$ cat src/rtl/imem_loader.sv
// imem_loader: byte-stream boot loader for the instruction memory.
// Accepts a framed stream (N_hi, N_lo, 4*N big-endian payload bytes, checksum),
// writes each assembled word sequentially from address 0, and keeps the CPU
// in reset until the whole frame sums to zero mod 256.
//
// state  | meaning
// -------+------------------------------------------------------------
// HDR0   | waiting for word-count high byte
// HDR1   | waiting for word-count low byte; range check on N
// DATA   | shifting payload bytes into the word register
// WRITE  | one-cycle imem write of the assembled word, no byte accepted
// CSUM   | waiting for the checksum byte
// DONE   | frame good, CPU released
// ERR    | frame rejected, CPU held in reset
module imem_loader #(
  parameter int ADDR_WIDTH = 6
) (
  input  logic                  clk,
  input  logic                  reset_n,
  input  logic                  start,
  input  logic                  in_valid,
  input  logic [7:0]            in_data,
  output logic                  in_ready,
  output logic                  imem_we,
  output logic [ADDR_WIDTH-1:0] imem_addr,
  output logic [31:0]           imem_wdata,
  output logic                  cpu_reset,
  output logic                  done,
  output logic                  error
);

  localparam logic [15:0] CAPACITY = 16'(2 ** ADDR_WIDTH);

  typedef enum logic [2:0] {
    S_HDR0, S_HDR1, S_DATA, S_WRITE, S_CSUM, S_DONE, S_ERR
  } state_t;

  state_t              state, state_nxt;
  logic [7:0]          n_hi;
  logic [ADDR_WIDTH:0] n_words;
  logic [ADDR_WIDTH:0] widx;
  logic [1:0]          bidx;
  logic [31:0]         word;
  logic [7:0]          sum;

  logic                xfer;
  logic [15:0]         n_full;
  logic [7:0]          sum_nxt;
  logic [ADDR_WIDTH:0] widx_inc;

  assign xfer     = in_valid & in_ready;
  assign n_full   = {n_hi, in_data};
  assign sum_nxt  = sum + in_data;
  assign widx_inc = widx + 1'b1;

  // Next-state decode; the word index is one bit wider than the address so
  // that a full-capacity frame compares against N without wrapping.
  always_comb begin
    state_nxt = state;
    case (state)
      S_HDR0:  if (xfer) state_nxt = S_HDR1;
      S_HDR1: begin
        if (xfer) begin
          if (n_full > CAPACITY)  state_nxt = S_ERR;
          else if (n_full == '0)  state_nxt = S_CSUM;
          else                    state_nxt = S_DATA;
        end
      end
      S_DATA:  if (xfer && bidx == 2'd3) state_nxt = S_WRITE;
      S_WRITE: state_nxt = (widx_inc == n_words) ? S_CSUM : S_DATA;
      S_CSUM:  if (xfer) state_nxt = (sum_nxt == 8'd0) ? S_DONE : S_ERR;
      S_DONE:  if (start) state_nxt = S_HDR0;
      S_ERR:   if (start) state_nxt = S_HDR0;
      default: state_nxt = S_HDR0;
    endcase
  end

  // State, datapath and registered outputs decoded from the next state so
  // every output changes on the same edge as the state it belongs to.
  always_ff @(posedge clk or negedge reset_n) begin
    if (!reset_n) begin
      state      <= S_HDR0;
      in_ready   <= 1'b0;
      imem_we    <= 1'b0;
      imem_addr  <= '0;
      imem_wdata <= '0;
      cpu_reset  <= 1'b1;
      done       <= 1'b0;
      error      <= 1'b0;
      n_hi       <= '0;
      n_words    <= '0;
      widx       <= '0;
      bidx       <= '0;
      word       <= '0;
      sum        <= '0;
    end else begin
      state     <= state_nxt;
      in_ready  <= (state_nxt == S_HDR0) || (state_nxt == S_HDR1) ||
                   (state_nxt == S_DATA) || (state_nxt == S_CSUM);
      imem_we   <= (state_nxt == S_WRITE);
      done      <= (state_nxt == S_DONE);
      error     <= (state_nxt == S_ERR);
      cpu_reset <= (state_nxt != S_DONE);

      if (xfer) sum <= sum_nxt;

      case (state)
        S_HDR0: if (xfer) n_hi <= in_data;
        S_HDR1: begin
          if (xfer) begin
            n_words <= n_full[ADDR_WIDTH:0];
            widx    <= '0;
            bidx    <= '0;
          end
        end
        S_DATA: begin
          if (xfer) begin
            word <= {word[23:0], in_data};
            bidx <= bidx + 2'd1;
            if (bidx == 2'd3) begin
              imem_addr  <= widx[ADDR_WIDTH-1:0];
              imem_wdata <= {word[23:0], in_data};
            end
          end
        end
        S_WRITE: widx <= widx_inc;
        S_DONE, S_ERR: if (start) sum <= '0;
        default: ;
      endcase
    end
  end

endmodule

$ cat config.mk
export PLATFORM = sky130hd
export DESIGN_NAME = imem_loader
export DESIGN_NICKNAME = d
export VERILOG_FILES = /design/src/rtl/imem_loader.sv
export SDC_FILE = /design/constraint.sdc
export NUM_CORES = 1
export LEC_CHECK = 0
export ABC_AREA = 1
export CORE_MARGIN = 5
export CORE_UTILIZATION = 38
export CTS_BUF_LIST = sky130_fd_sc_hd__clkbuf_16
export CTS_CLUSTER_DIAMETER = 30
export DETAILED_ROUTE_END_ITERATION = 16
export PLACE_DENSITY = 0.69
export SKIP_LAST_GASP = 1
export SLEW_MARGIN = 20
export SYNTH_ARGS = -nofsm -noshare
export SYNTH_HDL_FRONTEND = slang
export SYNTH_SLANG_ARGS = --single-unit
$ cat constraint.sdc
create_clock -name clk -period 2.4 [get_ports clk]
set_input_delay 0.36 -clock clk [delete_from_list [all_inputs] [get_ports clk]]
set_output_delay 0.36 -clock clk [all_outputs]
set_load 0.02 [all_outputs]
==> insert_results.sql <==
INSERT INTO impl_metrics (metric_group, metric, value, unit) VALUES
('placement', 'place_ws', '-186', 'ps'),
('placement', 'gp_congestion', '0.865', ''),
('route', 'wl_met2', '5.03', 'mm'),
('route', 'finalWirelength', '10.3', 'mm'),
('timing', 'unrepaired_setup_endpoints_after_global_routing', 'false', ''),
('power', 'power.density', '1180', 'nW/um^2'),
('cts', 'cts_inserted_buffers', '9', ''),
('grt', 'grt_max_degree', '73', ''),
('floorplan', 'dieHeight', '121', 'microns'),
('setup_path', 'capturing_element_type_of_the_critical_path', 'flip-flop', ''),
('synth', 'mappedNetlistNets', '571', ''),
('cts', 'clock_latency_at_the_later_pin_of_the_worst_skew_pair', '340', 'ps'),
('timing', 'post-route-period-util', '0.919', ''),
('min_path', 'hp-class', 'reg2reg', ''),
('synth', 'postSynthRegisterBits', '102', ''),
('timing', 'finalSetupViolCount', '0', ''),
('grt', 'grt_overflow_total', '0', ''),
('route', 'detailedRoute.firstPassIterationCount', '4', ''),
('power', 'vdd_ir_drop_max', '0.000545', 'V'),
('placement', 'hpwlAfterDp', '7.65', 'mm'),
('cts', 'numClockSinks', '102', ''),
('cts', 'post_cts_buffers', '0', ''),
('route', 'drt-vias-per-instance', '4.75', ''),
('min_path', 'min_from', 'word[16]', ''),
('route', 'avgRoutedWirePerCell', '13.0', 'microns'),
('timing', 'worst_clock_skew', '7.89', 'ps'),
('layout', 'filler_cell_count', '1187', ''),
('route', 'route.top_layer_used', 'met4', ''),
('setup_path', 'crit-reg2reg-launch', 'sum[0]', ''),
('synth', 'synthesis.area', '4720', 'sq um'),
('layout', 'drive_gt1_frac', '0.109', ''),
('route', 'wl_met1', '4.61', 'mm'),
('timing', 'worst_pin_slew', '480', 'ps'),
('layout', 'diodes', '0', ''),
('floorplan', 'row_count', '40', ''),
('timing', 'period_needed', '2210', 'ps'),
('timing', 'fmax', '453', 'MHz'),
('power', 'totalPowerFinal', '6.89', 'mW'),
('setup_path', 'timing_startpoint_of_the_critical_path', 'in_data[0]', ''),
('route', 'ant_nets', '0', ''),
('cts', 'ctsLongestPathBuffers', '2', ''),
('route', 'drt_drc_violations_left', '0', ''),
('floorplan', 'die_area', '14800', 'sq um'),
('setup_path', 'timing.setup.critical_path_class', 'in2reg', ''),
('setup_path', 'worstSetupStartpointType', 'primary input', ''),
('grt', 'grt_usage', '0.151', ''),
('synth', 'netlist_instances', '549', ''),
('timing', 'hold_violations', '0', ''),
('timing', 'final.setup.worst_slack', '194', 'ps'),
('flow_run', 'number_of_max_capacitance_violations_reported', '0', ''),
('synth', 'seq_area_frac_synth', '0.541', ''),
('grt', 'grt_antenna_before_repair', '0', ''),
('route', 'dr_total_vias', '3756', ''),
('setup_path', 'setup.reg_to_reg.worst_slack', '300', 'ps'),
('floorplan', 'core_region_area', '12100', 'sq um'),
('grt', 'via_count_of_the_first_global_routing_pass', '3829', ''),
('synth', 'synth_area_per_cell', '8.60', 'sq um'),
('timing', 'timing_max_transition_violations_final', '0', ''),
('layout', 'design.final.nets', '641', ''),
('floorplan', 'start_util', '0.390', ''),
('setup_path', 'critPathMaxFanout', '3', ''),
('grt', 'grt_first_pass_wirelength', '18.1', 'mm'),
('cts', 'htree_levels', '3', ''),
('setup_path', 'cp_data_required_time', '2680', 'ps'),
('layout', 'flow.area_growth_from_synthesis', '23.9', '%'),
('route', 'dr_wl_met3', '514', 'microns'),
('cts', 'tritoncts', 'built', ''),
('synth', 'synth.lib_cells_used.distinct', '37', ''),
('timing', 'relSlewSlack', '0.680', ''),
('setup_path', 'cp.arrival', '2480', 'ps'),
('status', 'outcome', 'finished clean', ''),
('layout', 'postLayoutCoreUtil', '0.483', ''),
('cts', 'clock_tree.root_cell', 'sky130_fd_sc_hd__clkbuf_16', ''),
('power', 'static-leakage-power', '2.81', 'nW'),
('timing', 'setup_total_negative_slack', '0', 'ps'),
('synth', 'synth_warnings', '0', ''),
('floorplan', 'fp.dieW', '121', 'microns'),
('placement', 'io_buffer_count', '54', ''),
('floorplan', 'io_pins', '55', ''),
('route', 'dr.first_iter.drc_count', '225', ''),
('cts', 'clk_pin_slew', '60', 'ps');
## where the power goes
group | leakage, nW | switching [mW] | total [mW] | internal (mW)
Clock | 0.129 | 0.606 | 1.29 | 0.687
Combinational | 1.37 | 1.65 | 2.83 | 1.17
Sequential | 1.31 | 0.398 | 2.77 | 2.37
Total | 2.81 | 2.66 | 6.89 | 4.23
## cell type report
| class | instances | area, sq um | share of cell area |
|---|---|---|---|
| flip-flops and latches | 102 | 2550 | 0.437 |
| multi-input cells | 352 | 1820 | 0.311 |
| clock buffers | 9 | 225 | 0.0385 |
| well taps | 168 | 210 | 0.0360 |
| repair buffers | 72 | 701 | 0.120 |
| clock inverters | 6 | 31.3 | 0.00535 |
| inverters | 82 | 308 | 0.0526 |
## cells in the final DEF, fill, tap and decap left out, types with 4 or more instances in the layout
master,count
sky130_fd_sc_hd__nand2_1,158
sky130_fd_sc_hd__dfrtp_1,101
sky130_fd_sc_hd__inv_1,71
sky130_fd_sc_hd__clkdlybuf4s50_1,53
sky130_fd_sc_hd__o21ai_0,48
sky130_fd_sc_hd__o21ai_1,41
sky130_fd_sc_hd__nor2_1,21
sky130_fd_sc_hd__nand3_1,20
sky130_fd_sc_hd__buf_4,16
sky130_fd_sc_hd__inv_2,10
sky130_fd_sc_hd__ha_1,9
sky130_fd_sc_hd__clkbuf_16,9
sky130_fd_sc_hd__nand2_2,6
sky130_fd_sc_hd__a21oi_1,6
sky130_fd_sc_hd__nand4_1,5
sky130_fd_sc_hd__clkinv_1,5
sky130_fd_sc_hd__nand3_2,4
sky130_fd_sc_hd__nor3_2,4
## sequential cells by signal (all words and copies together), names as in the netlist, 2 cells and up
| signal | count |
|---|---|
| imem_addr | 6 |
| sum | 8 |
| bidx | 2 |
| word | 24 |
| n_hi | 8 |
| imem_wdata | 32 |
| widx | 7 |
| n_words | 7 |
| state | 3 |
## stage by stage
step / cell area, sq um / hold WS, ps / cells
4_1_cts: 5840 / 479 / 791
6_report: 5850 / 475 / 791
2_1_floorplan: 4720 / 64.4 / 549
3_5_place_dp: 5570 / 352 / 775
3_3_place_gp: 5570 / 347 / 775
5_1_grt: 5850 / 509 / 791
## final timing paths
| kind | endpoint | cells after the start |
|---|---|---|
| hold / removal | imem_wdata[24] | 2 |
| setup reg to reg | in_ready | 15 |
| setup / recovery | in_ready | 16 |
| min in group asynchronous | imem_wdata[9] | 2 |
| max in group asynchronous | cpu_reset | 3 |
| hold reg to reg | imem_wdata[24] | 2 |
## timing repair
item | in CTS | in global routing
hold endpoints to repair | 34 | 0
hold buffers | 1 | 0
setup endpoints to repair | 0 | 2
resized for setup | 0 | 2
## kinds of logic (layout without fill, tap and decap cells)
logic type	count (synthesis)	in the layout	share of synthesized area
AND/OR/NAND/NOR	230	230	0.221
AO/OA/AOI/OAI	107	107	0.124
flip-flops	102	102	0.541
buffers and inverters	95	169	0.0761
adder cells (fa/ha/maj)	10	10	0.0281
XOR/XNOR	5	5	0.0109
## routing by layer
metal,up-vias,track usage
met4,0,0.0371
met3,8,0.0373
met5,-,0
met2,91,0.257
li1,1884,-
met1,1773,0.194
## synthesized netlist by cell type
cell	instances	share of area
sky130_fd_sc_hd__a21boi_1	1	0.0016
sky130_fd_sc_hd__nand2_1	158	0.13
sky130_fd_sc_hd__dfstp_2	1	0.0056
sky130_fd_sc_hd__o21ba_2	1	0.0021
sky130_fd_sc_hd__fa_1	1	0.0042
sky130_fd_sc_hd__o211ai_1	1	0.0016
sky130_fd_sc_hd__nand2_2	6	0.0080
sky130_fd_sc_hd__nand4_1	5	0.0066
sky130_fd_sc_hd__nand3b_1	3	0.0048
sky130_fd_sc_hd__o22ai_1	3	0.0040
sky130_fd_sc_hd__nor2_2	3	0.0040
sky130_fd_sc_hd__ha_1	9	0.024
sky130_fd_sc_hd__clkinv_1	3	0.0024
sky130_fd_sc_hd__a21oi_1	6	0.0064
sky130_fd_sc_hd__xnor2_2	1	0.0034
sky130_fd_sc_hd__nand2_8	1	0.0042
sky130_fd_sc_hd__buf_1	2	0.0016
sky130_fd_sc_hd__xor2_1	1	0.0019
sky130_fd_sc_hd__nor3_1	1	0.0011
sky130_fd_sc_hd__nand3_1	20	0.021
sky130_fd_sc_hd__o21ai_1	41	0.043
sky130_fd_sc_hd__nor2_4	2	0.0048
sky130_fd_sc_hd__buf_2	2	0.0021
sky130_fd_sc_hd__inv_2	10	0.0080
sky130_fd_sc_hd__o221ai_1	1	0.0019
sky130_fd_sc_hd__nor3_2	4	0.0085
sky130_fd_sc_hd__o21ai_0	48	0.051
sky130_fd_sc_hd__nand3_2	4	0.0085
sky130_fd_sc_hd__nor2_8	1	0.0042
sky130_fd_sc_hd__o21bai_1	3	0.0048
sky130_fd_sc_hd__inv_1	69	0.055
sky130_fd_sc_hd__nand2_4	1	0.0024
sky130_fd_sc_hd__nor2_1	21	0.017
sky130_fd_sc_hd__xnor2_1	3	0.0056
sky130_fd_sc_hd__dfrtp_1	101	0.54
sky130_fd_sc_hd__a21oi_4	2	0.0069
sky130_fd_sc_hd__clkbuf_1	9	0.0072
## worst max-delay path: stages
cell and delay, ps:
sky130_fd_sc_hd__clkdlybuf4s50_1 430, sky130_fd_sc_hd__ha_1 240, sky130_fd_sc_hd__fa_2 380, sky130_fd_sc_hd__nand2_1 80, sky130_fd_sc_hd__nand2_1 70, sky130_fd_sc_hd__nand3b_1 110
sky130_fd_sc_hd__nand2_1 60, sky130_fd_sc_hd__nand2_1 60, sky130_fd_sc_hd__nand2_1 70, sky130_fd_sc_hd__nor2_1 130, sky130_fd_sc_hd__nand2_1 120, sky130_fd_sc_hd__nand2_1 80
sky130_fd_sc_hd__nand2_1 60, sky130_fd_sc_hd__nand2_2 70, sky130_fd_sc_hd__nand3_1 70, sky130_fd_sc_hd__nand2_1 70
Power figures use the tool's default switching activity.
